[config.mk]
export PLATFORM = sky130hd
export DESIGN_NAME = ex_stage_exec
export DESIGN_NICKNAME = d
export VERILOG_FILES = /design/src/rtl/ex_stage_exec.sv
export SDC_FILE = /design/constraint.sdc
export NUM_CORES = 2
export LEC_CHECK = 0
export ABC_CLOCK_PERIOD_IN_PS = 11400
export BUFFER_PORTS_ARGS = -buffer_cell sky130_fd_sc_hd__buf_4
export CAP_MARGIN = 5
export CORE_MARGIN = 2
export CORE_UTILIZATION = 45
export CTS_CLUSTER_SIZE = 10
export DETAILED_ROUTE_END_ITERATION = 7
export GPL_TIMING_DRIVEN = 0
export PLACE_DENSITY = 0.66
export SLEW_MARGIN = 20
export SYNTH_ARGS = -nofsm -noshare
export SYNTH_HDL_FRONTEND = slang
export SYNTH_SLANG_ARGS = --single-unit
[constraint.sdc]
create_clock -name clk -period 11.4 [get_ports clk]
set_clock_uncertainty 0.1 [all_clocks]
set_input_delay 0.57 -clock clk [delete_from_list [all_inputs] [get_ports clk]]
set_output_delay 0.57 -clock clk [all_outputs]
set_load 0.05 [all_outputs]
[src/rtl/ex_stage_exec.sv]
// E-stage execute datapath: operand select, single-cycle ALU, and a multi-cycle
// MULT/DIV unit that owns HI/LO and holds the E stage until M stage accepts.
module ex_stage_exec #(
  parameter int unsigned MUL_LAT  = 2,
  parameter int unsigned DIV_ITER = 32,
  parameter logic [31:0] HILO_RST = 32'h0
) (
  input  logic        clk,
  input  logic        resetn,
  input  logic        ex_valid,
  input  logic [13:0] ex_control_bus,
  input  logic        ex_mthi,
  input  logic        ex_mtlo,
  input  logic        ex_flush,
  input  logic        ms_allowin,
  input  logic [31:0] rs_value,
  input  logic [31:0] rt_value,
  input  logic [31:0] imm_ext,
  input  logic [4:0]  sa,
  output logic [31:0] ex_result,
  output logic        ex_overflow,
  output logic        ex_ready_go,
  output logic        md_busy,
  output logic [31:0] hi_out,
  output logic [31:0] lo_out
);

  typedef enum logic [1:0] {StIdle, StMul, StDiv, StDone} md_state_e;

  localparam logic [7:0] MulLast = 8'(MUL_LAT - 1);
  localparam logic [7:0] DivLast = 8'(DIV_ITER - 1);

  // Control bus decode
  logic [3:0] md_op;
  logic       alu_asel, alu_bsel;
  logic [3:0] alu_func;
  logic       unused_sel;

  assign md_op      = ex_control_bus[13:10];
  assign alu_asel   = ex_control_bus[9];
  assign alu_bsel   = ex_control_bus[8];
  assign alu_func   = ex_control_bus[7:4];
  assign unused_sel = ^ex_control_bus[3:0];

  // ALU
  logic [31:0] alu_a, alu_b, add_res, sub_res, alu_res;

  assign alu_a   = alu_asel ? {27'b0, sa} : rs_value;
  assign alu_b   = alu_bsel ? imm_ext : rt_value;
  assign add_res = alu_a + alu_b;
  assign sub_res = alu_a - alu_b;

  always_comb begin
    alu_res = 32'h0;
    case (alu_func)
      4'b0000, 4'b1100: alu_res = add_res;
      4'b0001, 4'b1101: alu_res = sub_res;
      4'b0010:          alu_res = {31'b0, $signed(alu_a) < $signed(alu_b)};
      4'b1011:          alu_res = {31'b0, alu_a < alu_b};
      4'b0011:          alu_res = alu_a & alu_b;
      4'b0101:          alu_res = ~(alu_a | alu_b);
      4'b0110:          alu_res = alu_a | alu_b;
      4'b0111:          alu_res = alu_a ^ alu_b;
      4'b0100:          alu_res = {alu_b[15:0], 16'b0};
      4'b1000:          alu_res = alu_b << alu_a[4:0];
      4'b1001:          alu_res = $signed(alu_b) >>> alu_a[4:0];
      4'b1010:          alu_res = alu_b >> alu_a[4:0];
      default:          alu_res = 32'h0;
    endcase
  end

  assign ex_result   = alu_res;
  assign ex_overflow = ((alu_func == 4'b0000) && (alu_a[31] == alu_b[31]) &&
                        (add_res[31] != alu_a[31])) ||
                       ((alu_func == 4'b0001) && (alu_a[31] != alu_b[31]) &&
                        (sub_res[31] != alu_a[31]));

  // Multiply/divide unit state
  md_state_e   state_q, state_d;
  logic [7:0]  cnt_q, cnt_d;
  logic [31:0] a_q, a_d, b_q, b_d;
  logic        sgn_q, sgn_d, is_div_q, is_div_d;
  logic [31:0] rem_q, rem_d, quo_q, quo_d;
  logic [63:0] prod_q, prod_d;
  logic [31:0] hi_q, hi_d, lo_q, lo_d;

  logic        md_start, start_sgn;
  logic [31:0] rs_mag, dvs_mag, quo_fix, rem_fix;
  logic [32:0] div_shift, div_diff;
  logic        div_ge;
  logic [63:0] mul_a_ext, mul_b_ext, mul_full;

  assign md_start  = ex_valid & ~ex_flush & (state_q == StIdle) & (|md_op);
  assign start_sgn = md_op[2] | md_op[0];
  assign rs_mag    = (start_sgn & rs_value[31]) ? -rs_value : rs_value;

  // Restoring step on magnitudes; divisor 0 naturally yields all-ones quotient.
  assign dvs_mag   = (sgn_q & b_q[31]) ? -b_q : b_q;
  assign div_shift = {rem_q, quo_q[31]};
  assign div_diff  = div_shift - {1'b0, dvs_mag};
  assign div_ge    = div_shift >= {1'b0, dvs_mag};
  assign quo_fix   = (sgn_q & (a_q[31] ^ b_q[31])) ? -quo_q : quo_q;
  assign rem_fix   = (sgn_q & a_q[31]) ? -rem_q : rem_q;

  assign mul_a_ext = {{32{sgn_q & a_q[31]}}, a_q};
  assign mul_b_ext = {{32{sgn_q & b_q[31]}}, b_q};
  assign mul_full  = mul_a_ext * mul_b_ext;

  always_comb begin
    state_d     = state_q;
    cnt_d       = cnt_q;
    a_d         = a_q;
    b_d         = b_q;
    sgn_d       = sgn_q;
    is_div_d    = is_div_q;
    rem_d       = rem_q;
    quo_d       = quo_q;
    prod_d      = prod_q;
    hi_d        = hi_q;
    lo_d        = lo_q;
    ex_ready_go = 1'b0;
    unique case (state_q)
      StIdle: begin
        ex_ready_go = ~md_start;
        if (md_start) begin
          a_d      = rs_value;
          b_d      = rt_value;
          sgn_d    = start_sgn;
          is_div_d = md_op[3] | md_op[2];
          rem_d    = 32'h0;
          quo_d    = rs_mag;
          cnt_d    = 8'h0;
          state_d  = (md_op[3] | md_op[2]) ? StDiv : StMul;
        end else if (ex_valid && !ex_flush && ms_allowin) begin
          if (ex_mthi) hi_d = rs_value;
          if (ex_mtlo) lo_d = rs_value;
        end
      end
      StMul: begin
        prod_d = mul_full;
        if (cnt_q == MulLast) begin
          cnt_d   = 8'h0;
          state_d = StDone;
        end else begin
          cnt_d = cnt_q + 8'd1;
        end
      end
      StDiv: begin
        rem_d = div_ge ? div_diff[31:0] : div_shift[31:0];
        quo_d = {quo_q[30:0], div_ge};
        if (cnt_q == DivLast) begin
          cnt_d   = 8'h0;
          state_d = StDone;
        end else begin
          cnt_d = cnt_q + 8'd1;
        end
      end
      StDone: begin
        ex_ready_go = 1'b1;
        if (ms_allowin) begin
          hi_d    = is_div_q ? rem_fix : prod_q[63:32];
          lo_d    = is_div_q ? quo_fix : prod_q[31:0];
          state_d = StIdle;
        end
      end
    endcase
    // Flush kills the instruction outright, including a pending DONE commit.
    if (ex_flush) begin
      state_d = StIdle;
      cnt_d   = 8'h0;
      hi_d    = hi_q;
      lo_d    = lo_q;
    end
  end

  always_ff @(posedge clk) begin
    if (!resetn) begin
      state_q  <= StIdle;
      cnt_q    <= 8'h0;
      a_q      <= 32'h0;
      b_q      <= 32'h0;
      sgn_q    <= 1'b0;
      is_div_q <= 1'b0;
      rem_q    <= 32'h0;
      quo_q    <= 32'h0;
      prod_q   <= 64'h0;
      hi_q     <= HILO_RST;
      lo_q     <= HILO_RST;
    end else begin
      state_q  <= state_d;
      cnt_q    <= cnt_d;
      a_q      <= a_d;
      b_q      <= b_d;
      sgn_q    <= sgn_d;
      is_div_q <= is_div_d;
      rem_q    <= rem_d;
      quo_q    <= quo_d;
      prod_q   <= prod_d;
      hi_q     <= hi_d;
      lo_q     <= lo_d;
    end
  end

  assign md_busy = (state_q != StIdle);
  assign hi_out  = hi_q;
  assign lo_out  = lo_q;

endmodule

==> results.sh <==
export IMPL_status="finished, final reports clean"
export IMPL_yosys_area_top_type="sky130_fd_sc_hd__fa_1"
export IMPL_tightest_slew_ns=1.31
export IMPL_final_common_cell="sky130_fd_sc_hd__inv_1"
export IMPL_routed_via_count=58300
export IMPL_core_area_sq_um=137000
export IMPL_critPathMostFrequentCell="sky130_fd_sc_hd__fa_1"
export IMPL_reg2reg_slack_ns=0.40
export IMPL_clk_transition_reported_paths_ns=0.06
export IMPL_dieArea_sq_um=140000
export IMPL_grt_pass1_vias=58400
export IMPL_clk_root_buffer_cell="sky130_fd_sc_hd__clkbuf_16"
export IMPL_initialDrtViolationCount=6427
export IMPL_post_synth_instance_area_sq_um=61800
export IMPL_dp_cells=9613
export IMPL_ctsHtreeMaxLevel=2
export IMPL_initial_core_util_pct=45.1
export IMPL_worst_stage_delay_on_the_critical_path_ns=0.81
export IMPL_min_delay_path_depth=3
export IMPL_ys_warnings_count=0
export IMPL_timing_critical_path_arrival_ns=11.30
export IMPL_synth_compound_area_share_pct=13.5
export IMPL_min_delay_worst_type="input port to register"
export IMPL_routed_wire_length_per_instance_microns=30.9
export IMPL_min_period_ns=11.00
export IMPL_muxShareOfSynthArea_pct=2.69
export IMPL_synth_cell_types=95
export IMPL_crit_path_top_delay_cell="sky130_fd_sc_hd__fa_2"
export IMPL_timing_critical_path_required_ns=11.70
export IMPL_number_of_synthesized_flops_with_an_enable_pin=0
export IMPL_synth_simple_gate_area_share_pct=17.4
export IMPL_ff2ff_path_depth=30
export IMPL_total_routing_usage_gr_pct=42.2
export IMPL_power_total_mw=4.45
export IMPL_setup_slack_ns=0.399
export IMPL_yosys_register_bits=268
export IMPL_timing_fmax_ghz=0.0909
export IMPL_instances_no_fill=9674
export IMPL_postSynthNetCount=9203
export IMPL_crit_reg2reg_capture="prod_q[61]$_SDFFE_PN0P_"
export IMPL_ys_async_sr_fraction_pct=0
export IMPL_end_kind="register"
export IMPL_io_pin_count=221
export IMPL_dr_pass1_iters=6
export IMPL_cts_tree="built"
export IMPL_ys_seq_area_share_pct=8.68
export IMPL_tritoncts_num_buffers=34
export IMPL_grt_antenna_before_repair=23
export IMPL_dp_final_hpwl_microns=250000
export IMPL_worst_hold_path_endpoint="b_q[4]$_SDFFE_PN0P_"
export IMPL_timing_final_setup_violations=0
export IMPL_netlist_top_cells_area="sky130_fd_sc_hd__fa_1, sky130_fd_sc_hd__dfxtp_1, sky130_fd_sc_hd__inv_1"
export IMPL_share_of_layout_cells_above_drive_strength_1_pct=5.04
export IMPL_route_final_wire_length_microns=298000
export IMPL_detail_route_drc_violations=0
export IMPL_die_span_x_microns=375
export IMPL_rows=136
export IMPL_worst_case_headroom_to_the_max_slew_limit_pct=12.7
export IMPL_synth_adder_area_share_pct=43.6
export IMPL_r2r_start="sgn_q$_SDFFE_PN0P_"
export IMPL_filler_cell_count=13700
export IMPL_setup_total_negative_slack_ns=0
export IMPL_placement_io_buffers=207
export IMPL_timing_hold_worst_start="rt_value[4]"
export IMPL_grt_setup_unrepaired="no"
export IMPL_crit_type="register to register"
export IMPL_final_cell_mix="sky130_fd_sc_hd__inv_1, sky130_fd_sc_hd__nand2_1, sky130_fd_sc_hd__fa_1"
export IMPL_gp_routability_congestion=1.08
export IMPL_area_growth_synth_to_final_pct=8.42
export IMPL_final_nets=9464
export IMPL_post_place_ws_ns=-0.712
export IMPL_netlist_area_leader_share_pct=36.5
export IMPL_syn_area_per_cell_sq_um=8.13
export IMPL_global_route_wire_length_before_repair_microns=422000
export IMPL_number_of_nets_with_antenna_violations_after_routing=0
export IMPL_combinational_family_with_the_most_area_after_synthesis="adder cells"
export IMPL_report_final_hold_viol_count=0
export IMPL_grt_overflow=0
export IMPL_clock_sinks=268
export IMPL_slew_viol_final=0
export IMPL_clk_latency_worst_skew_pair_ns=0.57
export IMPL_nature_of_the_critical_path_startpoint="register"
export IMPL_max_clock_path_buffers=3
export IMPL_routed_via_density=6.02
export IMPL_drv_max_cap_violation_count=0
export IMPL_synthXorXnorAreaFrac_pct=3.37
export IMPL_syn_instance_count=7601
export IMPL_timing_hold_ws_ns=0.208
export IMPL_total_leakage_power_nw=29.9
export IMPL_power_density_nw_per_um2=66.4
export IMPL_maximum_number_of_pins_on_one_net_before_global_route_repair=25
export IMPL_dieHeight_microns=375
export IMPL_path_max_fanout=19
export IMPL_postSynth_topFlopCell="sky130_fd_sc_hd__dfxtp_1"
export IMPL_final_period_utilization_pct=96.5
export IMPL_ir_drop_uv=83.4
kinds of logic (layout without fill, tap and decap cells):
kind of cell	after synthesis	in the layout
compound gates	1347	1347
buf+inv	1749	2021
other cells	0	7
simple gates	2357	2357
flops	268	268
xor+xnor	238	238
mux	162	162
fa+ha+maj	1480	1480
where the power goes:
part / total [mW] / switching (mW) / internal (mW) / leakage, nW
Clock: 1.06 / 0.447 / 0.615 / 0.509
Sequential: 1.04 / 0.0638 / 0.974 / 2.17
Combinational: 2.35 / 1.68 / 0.668 / 27.3
Total: 4.45 / 2.19 / 2.26 / 29.9
flip-flops by register name, indices dropped and copies added, names as in the netlist:
signal / count
a_q: 32
b_q: 32
cnt_q: 8
hi_out: 32
is_div_q: 1
lo_out: 32
prod_q: 64
quo_q: 32
rem_q: 32
sgn_q: 1
state_q: 2
layer usage:
| metal | GRT usage, % | wire length (microns) | up-vias | part of all wire, % |
|---|---|---|---|---|
| met5 | 0 | 92 | - | 0.031 |
| met4 | 31.1 | 27800 | 12 | 9.3 |
| met3 | 8.66 | 28700 | 940 | 9.6 |
| met2 | 66.4 | 132000 | 3464 | 44 |
| met1 | 51.3 | 109000 | 29300 | 37 |
| li1 | - | - | 24500 | - |
worst max-delay path, delay by kind of cell (launching register included):
kind	cells	cell delay [ns]
adders and majority gates	9	4.55
buffers and inverters	9	2.09
AOI/OAI and AO/OA	5	1.68
and+or+nand+nor	6	1.31
DFF	1	0.67
xor gates and xnor gates	1	0.38
synthesized netlist by cell type (9+ instances only):
| library cell | n |
|---|---|
| sky130_fd_sc_hd__nor2b_1 | 53 |
| sky130_fd_sc_hd__a21o_1 | 57 |
| sky130_fd_sc_hd__a21oi_1 | 425 |
| sky130_fd_sc_hd__buf_2 | 29 |
| sky130_fd_sc_hd__nor3_1 | 75 |
| sky130_fd_sc_hd__nand2b_1 | 44 |
| sky130_fd_sc_hd__nor2_1 | 345 |
| sky130_fd_sc_hd__or2_2 | 10 |
| sky130_fd_sc_hd__inv_1 | 1245 |
| sky130_fd_sc_hd__buf_1 | 48 |
| sky130_fd_sc_hd__xnor2_1 | 146 |
| sky130_fd_sc_hd__o21ai_0 | 351 |
| sky130_fd_sc_hd__a32oi_1 | 10 |
| sky130_fd_sc_hd__nand2_1 | 1221 |
| sky130_fd_sc_hd__o21ai_1 | 15 |
| sky130_fd_sc_hd__o21a_1 | 29 |
| sky130_fd_sc_hd__a2111oi_0 | 12 |
| sky130_fd_sc_hd__and3_1 | 34 |
| sky130_fd_sc_hd__a221o_1 | 11 |
| sky130_fd_sc_hd__o41ai_1 | 16 |
| sky130_fd_sc_hd__o211ai_1 | 89 |
| sky130_fd_sc_hd__clkbuf_1 | 422 |
| sky130_fd_sc_hd__nand4_1 | 29 |
| sky130_fd_sc_hd__a211oi_1 | 49 |
| sky130_fd_sc_hd__o221ai_1 | 12 |
| sky130_fd_sc_hd__o21bai_1 | 30 |
| sky130_fd_sc_hd__a31oi_1 | 67 |
| sky130_fd_sc_hd__o31ai_1 | 23 |
| sky130_fd_sc_hd__nand3_1 | 65 |
| sky130_fd_sc_hd__o22ai_1 | 10 |
| sky130_fd_sc_hd__ha_1 | 352 |
| sky130_fd_sc_hd__o2111ai_1 | 15 |
| sky130_fd_sc_hd__a22oi_1 | 13 |
| sky130_fd_sc_hd__fa_1 | 1128 |
| sky130_fd_sc_hd__or3_1 | 27 |
| sky130_fd_sc_hd__a311oi_1 | 9 |
| sky130_fd_sc_hd__a221oi_1 | 31 |
| sky130_fd_sc_hd__or4_1 | 14 |
| sky130_fd_sc_hd__xor2_1 | 92 |
| sky130_fd_sc_hd__and2_1 | 385 |
| sky130_fd_sc_hd__nor4_1 | 23 |
| sky130_fd_sc_hd__dfxtp_1 | 268 |
| sky130_fd_sc_hd__mux2i_1 | 151 |
stage by stage:
step                util (%)  area (sq um)
floorplan                  -         61800
global placement        47.9         65600
detailed placement      48.1         65900
CTS                     48.9         66900
global route            48.9         67000
finish                  48.9         67000
area by class of cell:
cell class | count | area (sq um) | share of cell area (%)
Multi-Input combinational cell | 5584 | 50000 | 74.6
Clock buffer | 41 | 917 | 1.37
Clock inverter | 6 | 128 | 0.190
Timing Repair Buffer | 226 | 1750 | 2.61
Tap cell | 1794 | 2240 | 3.35
Buffer | 499 | 1930 | 2.88
Sequential cell | 268 | 5370 | 8.00
Antenna cell | 7 | 17.5 | 0.0261
Inverter | 1249 | 4690 | 7.00
timing repair:
action / CTS / global route
endpoints found under the setup margin: 7 / 5
cloned: 0 / 0
gates resized for setup: 1 / 6
hold buffers: 0 / 0
buffers inserted: 0 / 7
how the worst max path moves through the flow:
stage | slack, ns | endpoint | depth (start not counted) | from
2_1_floorplan | 3.03 | prod_q[61]$_SDFFE_PN0P_ | 30 | a_q[31]$_SDFFE_PN0P_
3_5_place_dp | -0.71 | prod_q[59]$_SDFFE_PN0P_ | 29 | sgn_q$_SDFFE_PN0P_
5_1_grt | 0.12 | prod_q[61]$_SDFFE_PN0P_ | 30 | sgn_q$_SDFFE_PN0P_
3_3_place_gp | -0.70 | prod_q[59]$_SDFFE_PN0P_ | 29 | sgn_q$_SDFFE_PN0P_
6_report | 0.40 | prod_q[61]$_SDFFE_PN0P_ | 30 | sgn_q$_SDFFE_PN0P_
4_1_cts | 0.04 | prod_q[59]$_SDFFE_PN0P_ | 28 | sgn_q$_SDFFE_PN0P_
(Power assumes the default switching activity.)
